`config.mk`:
```
export PLATFORM = sky130hd
export DESIGN_NAME = csr_access_ctrl
export DESIGN_NICKNAME = d
export VERILOG_FILES = /design/src/rtl/csr_access_ctrl.sv
export SDC_FILE = /design/constraint.sdc
export NUM_CORES = 1
export LEC_CHECK = 0
export ABC_AREA = 0
export CORE_MARGIN = 10
export CORE_UTILIZATION = 43
export DETAILED_ROUTE_END_ITERATION = 12
export PLACE_DENSITY_LB_ADDON = 0.25
export SLEW_MARGIN = 20
export SYNTH_ARGS = -nofsm -noshare
export SYNTH_HDL_FRONTEND = slang
export SYNTH_SLANG_ARGS = --single-unit
export TNS_END_PERCENT = 30
```
`constraint.sdc`:
```
create_clock -name clock -period 7.3 [get_ports clock]
set_input_delay 0.73 -clock clock [delete_from_list [all_inputs] [get_ports clock]]
set_output_delay 0.73 -clock clock [all_outputs]
set_load 0.01 [all_outputs]
```
`src/rtl/csr_access_ctrl.sv`:
```
// csr_access_ctrl: sequences Zicsr read/modify/write accesses to the CSR file over valid/ready handshakes
module csr_access_ctrl #(
  parameter int REG_W  = 32,
  parameter int ADDR_W = 12
) (
  input  logic              clock,
  input  logic              reset,
  input  logic              req_valid,
  output logic              req_ready,
  input  logic [ADDR_W-1:0] req_addr,
  input  logic [1:0]        req_op,
  input  logic              req_use_imm,
  input  logic [REG_W-1:0]  req_rs1,
  input  logic [4:0]        req_zimm,
  input  logic              req_src_zero,
  output logic              resp_valid,
  input  logic              resp_ready,
  output logic [REG_W-1:0]  resp_rdata,
  output logic              resp_illegal,
  output logic [ADDR_W-1:0] csr_addr,
  output logic              csr_wen,
  output logic [REG_W-1:0]  csr_wdata,
  input  logic [REG_W-1:0]  csr_rdata
);
  typedef enum logic [1:0] {IDLE, READ, WRITE, RESP} state_t;
  state_t state, state_nx;
  logic [ADDR_W-1:0] addr_q;
  logic [1:0] op_q;
  logic [REG_W-1:0] opnd_q, old_q;
  logic src_zero_q, illegal_q, impl, wr_req, illegal;
  assign impl = addr_q == 12'h301 || addr_q == 12'hF11 || addr_q == 12'hF12 ||
                addr_q == 12'hB00 || (addr_q >= 12'hB02 && addr_q <= 12'hB0A) ||
                addr_q == 12'hB80 || (addr_q >= 12'hB82 && addr_q <= 12'hB8A);
  assign wr_req = op_q == 2'b01 || !src_zero_q;
  // top two address bits set marks the read-only CSR space
  assign illegal = !impl || op_q == 2'b00 || (wr_req && &addr_q[ADDR_W-1 -: 2]);
  always_comb begin
    state_nx = state;
    case (state)
      IDLE:  state_nx = req_valid ? READ : IDLE;
      READ:  state_nx = (!illegal && wr_req) ? WRITE : RESP;
      WRITE: state_nx = RESP;
      RESP:  state_nx = resp_ready ? IDLE : RESP;
      default: state_nx = IDLE;
    endcase
  end
  always_ff @(posedge clock or posedge reset) begin
    if (reset) begin
      state      <= IDLE;
      addr_q     <= '0;
      op_q       <= '0;
      opnd_q     <= '0;
      src_zero_q <= 1'b0;
      old_q      <= '0;
      illegal_q  <= 1'b0;
    end else begin
      state <= state_nx;
      if (state == IDLE && req_valid) begin
        addr_q     <= req_addr;
        op_q       <= req_op;
        opnd_q     <= req_use_imm ? {{(REG_W-5){1'b0}}, req_zimm} : req_rs1;
        src_zero_q <= req_src_zero;
      end
      if (state == READ) begin
        old_q     <= illegal ? '0 : csr_rdata;
        illegal_q <= illegal;
      end
    end
  end
  assign req_ready    = state == IDLE;
  assign resp_valid   = state == RESP;
  assign resp_rdata   = resp_valid ? old_q : '0;
  assign resp_illegal = resp_valid && illegal_q;
  assign csr_wen      = state == WRITE;
  assign csr_addr     = (state == READ || state == WRITE) ? addr_q : '0;
  assign csr_wdata    = !csr_wen ? '0 :
                        op_q == 2'b01 ? opnd_q :
                        op_q == 2'b10 ? (old_q | opnd_q) : (old_q & ~opnd_q);
endmodule

```
==> reports/qor.yml <==
routing:
  post_drt_via_cell_ratio: 5.56
  routed_wl_um: 15800
  drc_errors: 0
  drtIter0Drc: 376
  vias: 4528
  antenna_left: 0
  detailedRoute.firstPassIterationCount: 4
  wl_per_cell_um: 19.4
clocking:
  hold_buffers: 0
  numCtsBuffers: 9
  clkSlewWorstSetupHoldPaths_ns: 0.06
  cts_resized: 0
  clock_path_buffers: 2
  htreeDepth: 3
  cts_root_buffer: "clkbuf_16"
  post_cts_buffers: 0
  clock-sinks: 82
  cts_tree: "done"
  clk_latency_ns: 0.33
pwr:
  irDropWorstVdd_uv: 271
  p_clk_share_pct: 21.0
  power.share.combinational_pct: 44.2
  power_density_nw_per_um2: 341
  p_int_mw: 1.38
  leakagePower_nw: 2.64
  sw_frac_of_total_pct: 40.6
  switching_power_mw: 0.942
  seqPwrFrac_pct: 34.9
global_route:
  grt_max_degree: 83
  grt_overflow: 0
  grtUsageTotal_pct: 19.2
  grt_pass1_wl_um: 25300
  grt_pass1_vias: 4692
  antenna_found_initial: 0
place:
  place_area_um2: 6480
  hpwl_um: 10800
  io_buffers: 168
  place_congestion: 0.824
sta:
  finalHoldViolations: 0
  tightest_slew_ns: 0.918
  fmax_mhz: 288
  slew_headroom_pct: 38.8
  final-max-slew-violation-count: 0
  grt_setup_unrepaired: "false"
  finalSetupViolations: 0
  clock_skew_ns: 0.00593
  setup_tns_ns: 0
  period_needed_ns: 3.48
  period_share_pct: 47.6
worst_setup_path:
  cp_num_buf_inv: 1
  slowest_stage: "dfrtp_2"
  cp.arrival_ns: 2.75
  path_delay_family: "flip-flops"
  ff2ff_setup_slack_ns: 4.65
  path_cells: "xor2_1, nand2_1, o21ai_0, and2_1, clkdlybuf4s50_1"
  cpPeakStageDelay_ns: 0.97
  start_kind: "flop"
  end_kind: "output port"
  critPathRequiredTime_ns: 6.57
  crit_type: "reg -> out"
  critPathMaxFanout: 29
logic_synthesis:
  synth.avg_cell_area_um2: 9.12
  ys_types: 37
  synth_seq_area_share_pct: 42.2
  yosysWarnings: 0
  syn_area_um2: 4860
  synth_top_area_share_pct: 42.2
  synth_seq_cells: 82
  synth_fp_nets: 626
  synth.area.top_cells: "dfrtp_1 42%, and2_1 7.0%, o21ai_0 6.9%, nand2_1 6.6%, a32oi_1 5.8%"
  synth_area_leader_cell: "dfrtp_1"
  synth_cells: 533
flow_run:
  drv_cap: 0
die:
  die_w_um: 126
  rows: 38
  core_region_area_um2: 10900
  start_util_pct: 44.4
  fp.dieH_um: 126
  die_area_um2: 16000
  boundaryPins: 169
final_layout:
  n_fill_cell: 969
  area_growth_pct: 40.2
  antenna_cells: 0
  final_cell_area_um2: 6810
  drive_above_1_share_pct: 6.81
  layout.nets: 764
status:
  status: "completed"
worst_hold_path:
  hold_path.class: "reg -> reg"
[registers in the layout, summed over array words and instances (netlist names)]
signal,count
src_zero_q,1
old_q,32
opnd_q,32
illegal_q,1
state,2
addr_q,12
op_q,2
[cell type report]
class / count / area (µm²) / area share, %
clock buffer: 11 / 243 / 3.56
clock inverter: 4 / 76.3 / 1.12
inverter: 6 / 23.8 / 0.349
multi-input combinational: 401 / 2540 / 37.2
sequential: 82 / 2050 / 30.2
tap: 140 / 175 / 2.57
timing repair buffer: 171 / 1700 / 25.0
[synthesized netlist by cell type]
master	n
xor2_1	2
nand2b_1	30
o21ai_0	67
buf_2	8
o21ai_1	32
nand2_1	86
a221o_1	1
mux2_2	16
o21ba_1	1
buf_1	3
and2_1	54
ha_1	4
buf_6	11
a221oi_1	24
mux2i_1	6
xnor2_1	24
nor2_4	1
o21a_1	1
a31o_2	1
dfrtp_1	82
a21oi_1	1
or3_1	1
nand3_1	1
a31oi_1	2
a21o_1	1
or4_1	1
nand2_2	1
a32oi_1	32
o2111a_1	1
nand4b_1	1
inv_1	5
clkbuf_1	22
nor2_1	5
nor2b_1	1
nor4_4	1
nor3_1	2
clkinv_1	1
[placed cells by master (no fill, tap or decap), drive strengths merged]
cell | netlist | routed
a21o | 1 | 1
mux2 | 16 | 16
dfrtp | 82 | 82
nand4b | 1 | 1
o21ai | 99 | 99
clkdlybuf4s50 | 0 | 167
nand2b | 30 | 30
nor2 | 6 | 6
nor4 | 1 | 1
a31o | 1 | 1
mux2i | 6 | 6
a32oi | 32 | 32
a221oi | 24 | 24
o21a | 1 | 1
buf | 22 | 4
and2 | 54 | 54
o2111a | 1 | 1
inv | 5 | 5
a221o | 1 | 1
a21oi | 1 | 1
nor3 | 2 | 2
or4 | 1 | 1
or3 | 1 | 1
xnor2 | 24 | 24
nand3 | 1 | 1
clkinv | 1 | 2
nand2 | 87 | 87
nor2b | 1 | 1
xor2 | 2 | 2
clkbuf | 22 | 11
o21ba | 1 | 1
a31oi | 2 | 2
ha | 4 | 4
clkinvlp | 0 | 1
bufinv | 0 | 2
[power by group through the flow]
stage               clock, mW  sequential (mW)  combinational, mW
finish                  0.487            0.810               1.03
global route            0.517            0.841               1.14
CTS                     0.497            0.807               1.04
detailed placement          0            0.813               1.03
global placement            0            0.801              0.995
floorplan                   0            0.700              0.771
[worst reg2reg max path: cells and delay by family (launching register included)]
| kind | cells | cell delay, ns |
|---|---|---|
| flip-flops | 1 | 0.97 |
| AND/OR/NAND/NOR | 2 | 0.95 |
| AO/OA/AOI/OAI | 3 | 0.64 |
[per-stage QoR]
| stage | setup WS, ns | hold WS [ns] | utilization, % | instances | power, mW |
|---|---|---|---|---|---|
| after global routing | 3.65 | 0.537 | 62.3 | 815 | 2.50 |
| final | 3.82 | 0.507 | 62.3 | 815 | 2.32 |
| after detailed placement | 3.98 | 0.488 | 59.3 | 800 | 1.84 |
| after floorplan | 4.46 | 0.466 | - | 533 | 1.47 |
| after CTS | 3.61 | 0.504 | 62.2 | 815 | 2.34 |
| after global placement | 4.03 | 0.480 | 59.3 | 800 | 1.80 |
[per-layer routing]
layer	wire length, µm	global-route usage (%)	vias up
met4	287	6.56	0
met1	6270	22.3	2185
met3	1320	5.21	16
met5	0	0	-
li1	-	-	2164
met2	7910	33.5	163
[path summary, 6_finish.rpt]
path | startpoint | to | cells past startpoint
max | op_q[1]$_DFFE_PP0P_ | csr_wdata[28] | 5
min | opnd_q[30]$_DFFE_PP0P_ | opnd_q[30]$_DFFE_PP0P_ | 2
max reg2reg | op_q[1]$_DFFE_PP0P_ | old_q[0]$_DFFE_PP0P_ | 5
min reg2reg | opnd_q[30]$_DFFE_PP0P_ | opnd_q[30]$_DFFE_PP0P_ | 2
max in group asynchronous | reset | op_q[1]$_DFFE_PP0P_ | 3
min in group asynchronous | reset | old_q[28]$_DFFE_PP0P_ | 3
[cell families after synthesis]
logic type / synth area share, %
compound gates: 21.8
xor+xnor: 4.69
fa+ha+maj: 1.03
buf+inv: 5.77
flops: 42.2
mux: 4.94
simple gates: 19.5
Note: power is estimated with default switching activity, not from simulation.
